==> config.mk <==
export PLATFORM = sky130hd
export DESIGN_NAME = tx_stream_arbiter_flat
export DESIGN_NICKNAME = d
export VERILOG_FILES = /design/src/rtl/tx_stream_arbiter_if.sv /design/src/rtl/tx_stream_arbiter.sv /design/src/flat_wrapper.sv
export SDC_FILE = /design/constraint.sdc
export NUM_CORES = 1
export LEC_CHECK = 0
export CAP_MARGIN = 15
export CORE_MARGIN = 4
export CORE_UTILIZATION = 55
export DETAILED_ROUTE_END_ITERATION = 12
export PLACE_DENSITY = 0.78
export SLEW_MARGIN = 40
export SYNTH_ARGS = -nofsm -noshare
export SYNTH_HDL_FRONTEND = slang
export SYNTH_SLANG_ARGS = --single-unit
==> constraint.sdc <==
create_clock -name clk -period 5.2 [get_ports clk]
set_input_delay 0.78 -clock clk [delete_from_list [all_inputs] [get_ports clk]]
set_output_delay 0.78 -clock clk [all_outputs]
set_load 0.02 [all_outputs]
==> src/rtl/tx_stream_arbiter_if.sv <==
// tx_stream_arbiter_if
//   Bundles every signal between the UART TX stream arbiter and its neighbours:
//   the command reader, the dump requester, the capture RAM and the UART TX core.
//   Clock and reset are plain ports of the arbiter and are not carried here.
// Modports
//   slave  : the arbiter's view (requests, RAM data, Tx_Ready in; acks, RAM
//            address, TX write strobe/byte, status out)
//   master : the surrounding system's view (directions reversed)
// Signals
//   Cmd_Req/Cmd_Byte/Cmd_Ack        command reply request, byte and done pulse
//   Dump_Req/Dump_Base/Dump_Ack     dump request, first RAM address and done pulse
//   RAM_Addr/RAM_Data               capture RAM read port (1-cycle latency)
//   Tx_Ready/TX_Write_en/Word_To_Send  UART TX byte handshake
//   Busy/Timeout_Err                arbiter status
interface tx_stream_arbiter_if #(
  parameter int ADDR_W = 10
);
  logic              Cmd_Req;
  logic [7:0]        Cmd_Byte;
  logic              Cmd_Ack;
  logic              Dump_Req;
  logic [ADDR_W-1:0] Dump_Base;
  logic              Dump_Ack;
  logic [ADDR_W-1:0] RAM_Addr;
  logic [7:0]        RAM_Data;
  logic              Tx_Ready;
  logic              TX_Write_en;
  logic [7:0]        Word_To_Send;
  logic              Busy;
  logic              Timeout_Err;

  modport slave (
    input  Cmd_Req, Cmd_Byte, Dump_Req, Dump_Base, RAM_Data, Tx_Ready,
    output Cmd_Ack, Dump_Ack, RAM_Addr, TX_Write_en, Word_To_Send, Busy, Timeout_Err
  );

  modport master (
    output Cmd_Req, Cmd_Byte, Dump_Req, Dump_Base, RAM_Data, Tx_Ready,
    input  Cmd_Ack, Dump_Ack, RAM_Addr, TX_Write_en, Word_To_Send, Busy, Timeout_Err
  );
endinterface

==> src/rtl/tx_stream_arbiter.sv <==
// tx_stream_arbiter
//   Shares one UART transmitter between one-byte command replies and capture-RAM
//   sample dumps. Round-robin between the two requesters; a dump is framed as
//   HDR_BYTE, DUMP_LEN RAM bytes, then an 8-bit sum of the data bytes.
//   Every byte waits for Tx_Ready, is written with a single-cycle TX_Write_en,
//   and the cycle after the write ignores Tx_Ready because the UART drops it late.
//   A wait longer than TIMEOUT_CYC cycles aborts the operation with Timeout_Err.
// Ports
//   clk      : system clock, rising edge
//   reset_b  : asynchronous active-low reset
//   bus      : tx_stream_arbiter_if.slave (requests/acks, RAM port, UART handshake,
//              Busy and Timeout_Err status)
module tx_stream_arbiter #(
  parameter int         ADDR_W      = 10,
  parameter int         DUMP_LEN    = 1024,
  parameter logic [7:0] HDR_BYTE    = 8'hA5,
  parameter int         TIMEOUT_CYC = 100000
) (
  input  logic                clk,
  input  logic                reset_b,
  tx_stream_arbiter_if.slave  bus
);

  localparam int CNT_W = ADDR_W + 1;
  localparam int TMO_W = $clog2(TIMEOUT_CYC + 1);
  localparam logic [CNT_W-1:0] LEN_C    = CNT_W'(DUMP_LEN);
  localparam logic [TMO_W-1:0] TMO_LAST = TMO_W'(TIMEOUT_CYC - 1);

  typedef enum logic [2:0] {
    IDLE      = 3'd0,
    CMD_WAIT  = 3'd1,
    DUMP_HDR  = 3'd2,
    DUMP_RD   = 3'd3,
    DUMP_CAP  = 3'd4,
    DUMP_SEND = 3'd5,
    DUMP_CSUM = 3'd6,
    FINISH    = 3'd7
  } state_t;

  state_t            state;
  logic              last_dump;    // 1 when the most recent grant went to the dump side
  logic              after_pulse;  // cycle following a TX write: Tx_Ready not trusted
  logic [7:0]        cmd_byte;
  logic [ADDR_W-1:0] dump_base;
  logic [CNT_W-1:0]  count;
  logic [7:0]        data_q;
  logic [7:0]        csum;
  logic [TMO_W-1:0]  tmo_cnt;

  logic              send_state;
  logic [7:0]        tx_byte;
  logic              can_issue;
  logic              tmo_hit;
  logic [CNT_W-1:0]  count_next;

  // Select the byte owed by the current send state and the send/timeout conditions.
  always_comb begin
    send_state = 1'b0;
    tx_byte    = 8'h00;
    case (state)
      CMD_WAIT: begin
        send_state = 1'b1;
        tx_byte    = cmd_byte;
      end
      DUMP_HDR: begin
        send_state = 1'b1;
        tx_byte    = HDR_BYTE;
      end
      DUMP_SEND: begin
        send_state = 1'b1;
        tx_byte    = data_q;
      end
      DUMP_CSUM: begin
        send_state = 1'b1;
        tx_byte    = csum;
      end
      default: begin
        send_state = 1'b0;
        tx_byte    = 8'h00;
      end
    endcase
    // No new write during the pulse itself nor in the cycle after it.
    can_issue  = bus.Tx_Ready & ~bus.TX_Write_en & ~after_pulse;
    tmo_hit    = (tmo_cnt == TMO_LAST);
    count_next = count + CNT_W'(1);
  end

  // Arbitration/framing FSM with all outputs registered.
  always_ff @(posedge clk or negedge reset_b) begin
    if (!reset_b) begin
      state            <= IDLE;
      last_dump        <= 1'b1;
      after_pulse      <= 1'b0;
      cmd_byte         <= 8'h00;
      dump_base        <= {ADDR_W{1'b0}};
      count            <= {CNT_W{1'b0}};
      data_q           <= 8'h00;
      csum             <= 8'h00;
      tmo_cnt          <= {TMO_W{1'b0}};
      bus.Cmd_Ack      <= 1'b0;
      bus.Dump_Ack     <= 1'b0;
      bus.RAM_Addr     <= {ADDR_W{1'b0}};
      bus.TX_Write_en  <= 1'b0;
      bus.Word_To_Send <= 8'h00;
      bus.Busy         <= 1'b0;
      bus.Timeout_Err  <= 1'b0;
    end else begin
      bus.TX_Write_en <= 1'b0;
      bus.Cmd_Ack     <= 1'b0;
      bus.Dump_Ack    <= 1'b0;
      bus.Timeout_Err <= 1'b0;
      after_pulse     <= bus.TX_Write_en;

      // Shared byte-send wait: issue the write, or count towards the abort.
      // Advancing after the pulse is handled per state below.
      if (send_state && !bus.TX_Write_en) begin
        if (can_issue) begin
          bus.TX_Write_en  <= 1'b1;
          bus.Word_To_Send <= tx_byte;
          tmo_cnt          <= {TMO_W{1'b0}};
        end else if (tmo_hit) begin
          bus.Timeout_Err <= 1'b1;
          if (state == CMD_WAIT) begin
            bus.Cmd_Ack <= 1'b1;
          end else begin
            bus.Dump_Ack <= 1'b1;
          end
          state <= FINISH;
        end else begin
          tmo_cnt <= tmo_cnt + TMO_W'(1);
        end
      end

      case (state)
        IDLE: begin
          if (bus.Cmd_Req && (!bus.Dump_Req || last_dump)) begin
            state     <= CMD_WAIT;
            cmd_byte  <= bus.Cmd_Byte;
            last_dump <= 1'b0;
            tmo_cnt   <= {TMO_W{1'b0}};
            bus.Busy  <= 1'b1;
          end else if (bus.Dump_Req) begin
            state     <= DUMP_HDR;
            dump_base <= bus.Dump_Base;
            last_dump <= 1'b1;
            tmo_cnt   <= {TMO_W{1'b0}};
            bus.Busy  <= 1'b1;
          end
        end
        CMD_WAIT: begin
          if (bus.TX_Write_en) begin
            state       <= FINISH;
            bus.Cmd_Ack <= 1'b1;
          end
        end
        DUMP_HDR: begin
          if (bus.TX_Write_en) begin
            csum         <= 8'h00;
            count        <= {CNT_W{1'b0}};
            bus.RAM_Addr <= dump_base;
            state        <= DUMP_RD;
          end
        end
        DUMP_RD: begin
          // RAM_Addr is already on the bus; data arrives next cycle.
          state <= DUMP_CAP;
        end
        DUMP_CAP: begin
          data_q <= bus.RAM_Data;
          csum   <= csum + bus.RAM_Data;
          state  <= DUMP_SEND;
        end
        DUMP_SEND: begin
          if (bus.TX_Write_en) begin
            count <= count_next;
            if (count_next == LEN_C) begin
              state <= DUMP_CSUM;
            end else begin
              // Address wraps modulo the RAM size.
              bus.RAM_Addr <= dump_base + count_next[ADDR_W-1:0];
              state        <= DUMP_RD;
            end
          end
        end
        DUMP_CSUM: begin
          if (bus.TX_Write_en) begin
            state        <= FINISH;
            bus.Dump_Ack <= 1'b1;
          end
        end
        FINISH: begin
          state    <= IDLE;
          bus.Busy <= 1'b0;
        end
        default: begin
          state    <= IDLE;
          bus.Busy <= 1'b0;
        end
      endcase
    end
  end

endmodule

==> src/flat_wrapper.sv <==
// flat-port wrapper written by rule: the top's interface ports become plain ports
module tx_stream_arbiter_flat 
#(
  parameter int         ADDR_W      = 10,
  parameter int         DUMP_LEN    = 1024,
  parameter logic [7:0] HDR_BYTE    = 8'hA5,
  parameter int         TIMEOUT_CYC = 100000
)
  (clk, reset_b, bus_Cmd_Req, bus_Cmd_Byte, bus_Dump_Req, bus_Dump_Base, bus_RAM_Data, bus_Tx_Ready, bus_Cmd_Ack, bus_Dump_Ack, bus_RAM_Addr, bus_TX_Write_en, bus_Word_To_Send, bus_Busy, bus_Timeout_Err);
  tx_stream_arbiter_if #(.ADDR_W(ADDR_W)) bus_i ();
  input  logic clk;
  input  logic reset_b;
  input wire logic [$bits(bus_i.Cmd_Req)-1:0] bus_Cmd_Req;
  input wire logic [$bits(bus_i.Cmd_Byte)-1:0] bus_Cmd_Byte;
  input wire logic [$bits(bus_i.Dump_Req)-1:0] bus_Dump_Req;
  input wire logic [$bits(bus_i.Dump_Base)-1:0] bus_Dump_Base;
  input wire logic [$bits(bus_i.RAM_Data)-1:0] bus_RAM_Data;
  input wire logic [$bits(bus_i.Tx_Ready)-1:0] bus_Tx_Ready;
  output wire logic [$bits(bus_i.Cmd_Ack)-1:0] bus_Cmd_Ack;
  output wire logic [$bits(bus_i.Dump_Ack)-1:0] bus_Dump_Ack;
  output wire logic [$bits(bus_i.RAM_Addr)-1:0] bus_RAM_Addr;
  output wire logic [$bits(bus_i.TX_Write_en)-1:0] bus_TX_Write_en;
  output wire logic [$bits(bus_i.Word_To_Send)-1:0] bus_Word_To_Send;
  output wire logic [$bits(bus_i.Busy)-1:0] bus_Busy;
  output wire logic [$bits(bus_i.Timeout_Err)-1:0] bus_Timeout_Err;
  assign bus_i.Cmd_Req = bus_Cmd_Req;
  assign bus_i.Cmd_Byte = bus_Cmd_Byte;
  assign bus_i.Dump_Req = bus_Dump_Req;
  assign bus_i.Dump_Base = bus_Dump_Base;
  assign bus_i.RAM_Data = bus_RAM_Data;
  assign bus_i.Tx_Ready = bus_Tx_Ready;
  assign bus_Cmd_Ack = bus_i.Cmd_Ack;
  assign bus_Dump_Ack = bus_i.Dump_Ack;
  assign bus_RAM_Addr = bus_i.RAM_Addr;
  assign bus_TX_Write_en = bus_i.TX_Write_en;
  assign bus_Word_To_Send = bus_i.Word_To_Send;
  assign bus_Busy = bus_i.Busy;
  assign bus_Timeout_Err = bus_i.Timeout_Err;
  tx_stream_arbiter #(.ADDR_W(ADDR_W), .DUMP_LEN(DUMP_LEN), .HDR_BYTE(HDR_BYTE), .TIMEOUT_CYC(TIMEOUT_CYC)) u_core (.clk(clk), .reset_b(reset_b), .bus(bus_i));
endmodule
# Yosys cells after proc, flatten, opt, wreduce, memory -nomap -nowiden
# Index checks and enable logic that the tools add are counted.
# word_totals
reg_bits,90
word_cells,106
# classes
add_sub_neg,4
eq_ne,13
muxes,48
n_bitwise,5
n_reduce_logical,20
# op_table
cell,n
17-bit 2-to-1 mux,6
8-bit case mux with 4 select lines,1
10-bit 2-to-1 mux,3
3-bit 2-to-1 mux,9
11-bit 2-to-1 mux,2
11-bit case mux with 2 select lines,1
1-bit 2-to-1 mux,21
3-bit case mux with 7 select lines,1
10-bit case mux with 2 select lines,1
"17-bit by 1-bit adder with 17-bit output, second input constant",1
"17-bit equality test, second input constant",1
8-bit case mux with 2 select lines,1
"3-bit equality test, second input constant",4
"11-bit by 1-bit adder with 11-bit output, second input constant",1
"11-bit equality test, second input constant",1
10-bit adder,1
2-bit AND reduction,5
8-bit adder,1
8-bit 2-to-1 mux,1
2-bit nonzero test,4
"3-bit by 2-bit equality test with 1-bit output, second input constant",2
3-bit AND reduction,2
"2-bit by 1-bit inequality test with 1-bit output, second input constant",2
4-bit AND reduction,1
12 further kinds,17

# Logic depth before layout (Yosys ltp)
# depth
word_depth,8
depth_mapped,13

# Worst setup path before layout
# No wires, ideal clock.
# synth_timing
path_type,flip-flop to flip-flop
start,reg u_core.count[0]
end,reg u_core.bus.RAM_Addr[9]
arrival_ps,2990
required_time_ps,5131
path_slack_ps,2141
path_stages_with_launch,13
synth_period_minus_slack_ps,3059
path_cell_list,dfrtp_1 ha_1 and4_1 nand2_1 xnor2_1 ha_1 clkbuf_1 a21o_1 a2111oi_0 a31oi_1 xnor2_1 or4b_1 nand3_1
# synth_between
elab_chain_len,5
word_cells_on_any_way,8
cone_classes,add/sub (2); eq/ne (2); mux (3); reduce/logical (1)
# synth_lines
item,line,rtl
from (decl),tx_stream_arbiter.sv:45,logic [CNT_W-1:0] count;
from (signal assigned),tx_stream_arbiter.sv:96,count <= {CNT_W{1'b0}};
from (signal assigned),tx_stream_arbiter.sv:159,count <= {CNT_W{1'b0}};
from (signal assigned),tx_stream_arbiter.sv:175,count <= count_next;
11-bit by 1-bit adder with 11-bit output *,tx_stream_arbiter.sv:85,count_next = count + CNT_W'(1);
10-bit adder,tx_stream_arbiter.sv:180,bus.RAM_Addr <= dump_base + count_next[ADDR_W-1:0];
10-bit 2-to-1 mux,tx_stream_arbiter.sv:176,if (count_next == LEN_C) begin
10-bit 2-to-1 mux,tx_stream_arbiter.sv:174,if (bus.TX_Write_en) begin
10-bit case mux with 2 select lines,tx_stream_arbiter.sv:134,case (state)
to (signal assigned),tx_stream_arbiter.sv:102,bus.RAM_Addr <= {ADDR_W{1'b0}};
to (signal assigned),tx_stream_arbiter.sv:160,bus.RAM_Addr <= dump_base;
to (signal assigned),tx_stream_arbiter.sv:180,
to (decl),tx_stream_arbiter_if.sv:34,"output Cmd_Ack, Dump_Ack, RAM_Addr, TX_Write_en, Word_To_Send, Busy, Timeout_Err"
# Every way passes the cells marked *; elsewhere a longest branch is shown, timed or not. The select of a mux whose other input is x is not followed.
# A chain may end at the register's enable or synchronous reset.

# Final worst setup path
# Ends and elaborated chain as after synthesis.

==> run metrics <==
status=complete, no violations; Util after Layout=0.659; cts repair resizes=0; Sum Neg Setup Slack=0 ps; hold buffers post-CTS=0; part of the cycle the worst path needs=0.631; area grow syn2layout=15.3%; Post-Syn Instances=515; share of cells above drive strength 1=0.116; fraction of registers with async set/reset=1.00; port bufs=53; RD Place Congestion=0.860; Die Ht=104 um; number of flops mapped to enable cells by yosys=0; die area=10800 um^2; via count=3917; max-cap viol count=0; Worst-Margin Slew=794 ps; Critical Path Fanout Max=10; Crit Path Category=reg -> reg; Max Slew Vio Count=0; DRC Markers=0; Layout Nets=607; slew margin rel.=0.470; number of H-tree levels=3; clk sink count=90; IO Count=54; Std-Cell Rows=34; Distinct cells, synth=61; Critical Path End Type=register; CTS clk-pin slew, worst paths=90 ps; fill cell count=697; Post-DRT Antenna Nets=0; Inserted Clock Buffers=9; syn_nets=566; drt first pass iters=5; post-synthesis sequential area ratio=0.445; total track usage=0.212; # setup viols final=0; #FFs+latches synth=90; Final Hold Viols=0; class of the worst hold path=in -> async; Max Root-Sink Buffers=2; Final HPWL DP=7660 um; RSZ-0062 raised after global routing=false; Antenna diodes=0; die span in x=104 um; largest net degree at the start of global routing=49; vias in the first global route=3862; fin crit period=3280 ps; ys flop type=dfrtp_1; Leak Pwr=2.53 nW; crit start category=register; via/cell ratio=5.86; wire per inst=16.3 um; Congestion Overflow GR=0; pwr/cell area=544 nW/um^2; synthesized cell area=5060 um^2; YS warnings=0; Max Clock Freq=305 MHz; number of antenna violations at the first check in global routing=0; CTS tree=done; buffer type at the clock tree root=clkbuf_8; Worst-Skew Late Latency=370 ps; Initial Utilization=0.572; clk_skew=10.2 ps; Post-Route WL=10900 um; postcts setup bufs=0; first-pass GRT wire length=18800 um; Data arrival, critical path=3580 ps; Core Area=8850 um^2; syn_area_per_cell=9.82 um^2; VDD IR max=0.293 mV; DR iter-0 viols=201; Req. time, crit path=5500 ps
-- area by class of cell --
type,count,area [um^2],share of cell area
Timing Repair Buffer,56,551,0.0944
Inverter,13,48.8,0.00837
Clock inverter,5,42.5,0.00730
Sequential cell,90,2250,0.387
Clock buffer,11,141,0.0242
Tap cell,108,135,0.0232
Multi-Input combinational cell,386,2660,0.456
-- metrics by stage --
| step | std cells | worst slack (ps) | hold WS (ps) | total power, mW | area (um^2) |
|---|---|---|---|---|---|
| floorplan | 515 | 2140 | 466 | 2.27 | 5060 |
| finish | 669 | 1920 | 405 | 3.17 | 5830 |
| global route | 669 | 1720 | 426 | 3.43 | 5830 |
| detailed placement | 653 | 1970 | 483 | 2.73 | 5640 |
| global placement | 653 | 2070 | 477 | 2.66 | 5640 |
| CTS | 669 | 1920 | 413 | 3.19 | 5830 |
-- logic make-up after synthesis --
| group | count (synthesis) | share of synthesized area |
|---|---|---|
| AOI/OAI and AO/OA | 105 | 0.132 |
| muxes | 45 | 0.105 |
| and+or+nand+nor | 180 | 0.172 |
| xor gates and xnor gates | 36 | 0.0623 |
| adders and majority gates | 20 | 0.0524 |
| buffers and inverters | 39 | 0.0307 |
| DFF | 90 | 0.445 |
-- synthesized netlist by cell type, types with 2 or more instances --
library cell / count / area [um^2]
clkbuf_1: 23 / 86.3
nor2b_1: 3 / 18.8
nor4_1: 3 / 18.8
or4b_1: 2 / 20.0
o31ai_1: 6 / 45.0
mux2_4: 9 / 135
mux2i_1: 9 / 90.1
mux2_2: 27 / 304
nor2_1: 60 / 225
a21o_1: 8 / 60.1
o211ai_1: 5 / 37.5
a21oi_1: 25 / 125
xor2_1: 9 / 78.8
nand4_1: 8 / 50.1
ha_1: 18 / 225
and3_1: 3 / 18.8
xnor2_1: 27 / 236
or3_1: 3 / 18.8
nand2b_1: 3 / 18.8
o221ai_1: 4 / 35.0
nor3_1: 15 / 75.1
fa_1: 2 / 40.0
inv_1: 12 / 45.0
nor4b_1: 2 / 17.5
nand2_1: 46 / 173
nand3_1: 16 / 80.1
a31oi_1: 3 / 18.8
o21ai_0: 30 / 150
or2_2: 2 / 12.5
a211oi_1: 2 / 15.0
and2_1: 4 / 25.0
a22o_1: 5 / 43.8
dfrtp_1: 89 / 2230
o21a_1: 5 / 37.5
-- worst max-delay path, stage by stage (launching register included) --
cell and delay [ps]:
dfrtp_1 440, ha_1 330, and4_1 290, nand2_1 100, xnor2_1 150, ha_1 400
a21o_1 240, a2111oi_0 400, a31oi_1 160, xnor2_1 160, or4b_1 470, nand3_1 90
-- worst paths after layout --
path	slack, ps	cells after the start	to	from
min in group clk	500	2	u_core.last_dump	u_core.last_dump
max reg2reg	1920	11	u_core.bus.RAM_Addr[9]	u_core.count[0]
max in group asynchronous	3740	2	u_core.state[2]	reset_b
min	400	1	u_core.cmd_byte[3]	reset_b
min reg2reg	500	2	u_core.last_dump	u_core.last_dump
max	1920	11	u_core.bus.RAM_Addr[9]	u_core.count[0]
-- cells in the final DEF (no fill, tap or decap), drive strengths merged, types with 4 or more instances in the layout --
master         Yosys  layout
nand3             16      16
o221ai             4       4
nor4               4       4
xnor2             27      27
and2               4       4
buf                3       4
o31ai              6       6
clkdlybuf4s50      0      52
dfrtp             89      89
nor3              15      15
xor2               9       9
mux2i              9       9
a22o               5       5
nor2              60      60
a21oi             25      25
clkbuf            23      11
o21a               5       5
mux2              36      36
a21o               8       8
nand4              8       8
inv               12      16
ha                18      18
nand2             46      46
o211ai             5       5
o21ai             32      32
-- registers in the layout, summed over array words and instances (netlist names) --
signal,count
u_core.state,3
u_core.after_pulse,1
u_core.bus.Word_To_Send,8
u_core.cmd_byte,8
u_core.bus.RAM_Addr,10
u_core.csum,8
u_core.bus.Dump_Ack,1
u_core.bus.Busy,1
u_core.bus.TX_Write_en,1
u_core.last_dump,1
u_core.dump_base,10
u_core.bus.Timeout_Err,1
u_core.data_q,8
u_core.tmo_cnt,17
u_core.count,11
u_core.bus.Cmd_Ack,1
-- routing by layer --
metal	up-vias	part of all wire	global-route usage
li1	1907	-	-
met1	1896	0.45	0.279
met2	95	0.49	0.345
met3	19	0.041	0.0571
met4	0	0.018	0.0608
met5	-	0	0
-- power by group --
| part | internal [mW] | switching (mW) | total [mW] |
|---|---|---|---|
| Clock | 0.194 | 0.264 | 0.458 |
| Sequential | 0.960 | 0.239 | 1.20 |
| Combinational | 0.718 | 0.796 | 1.51 |
| Total | 1.87 | 1.30 | 3.17 |
Note: power is estimated with default switching activity, not from simulation.
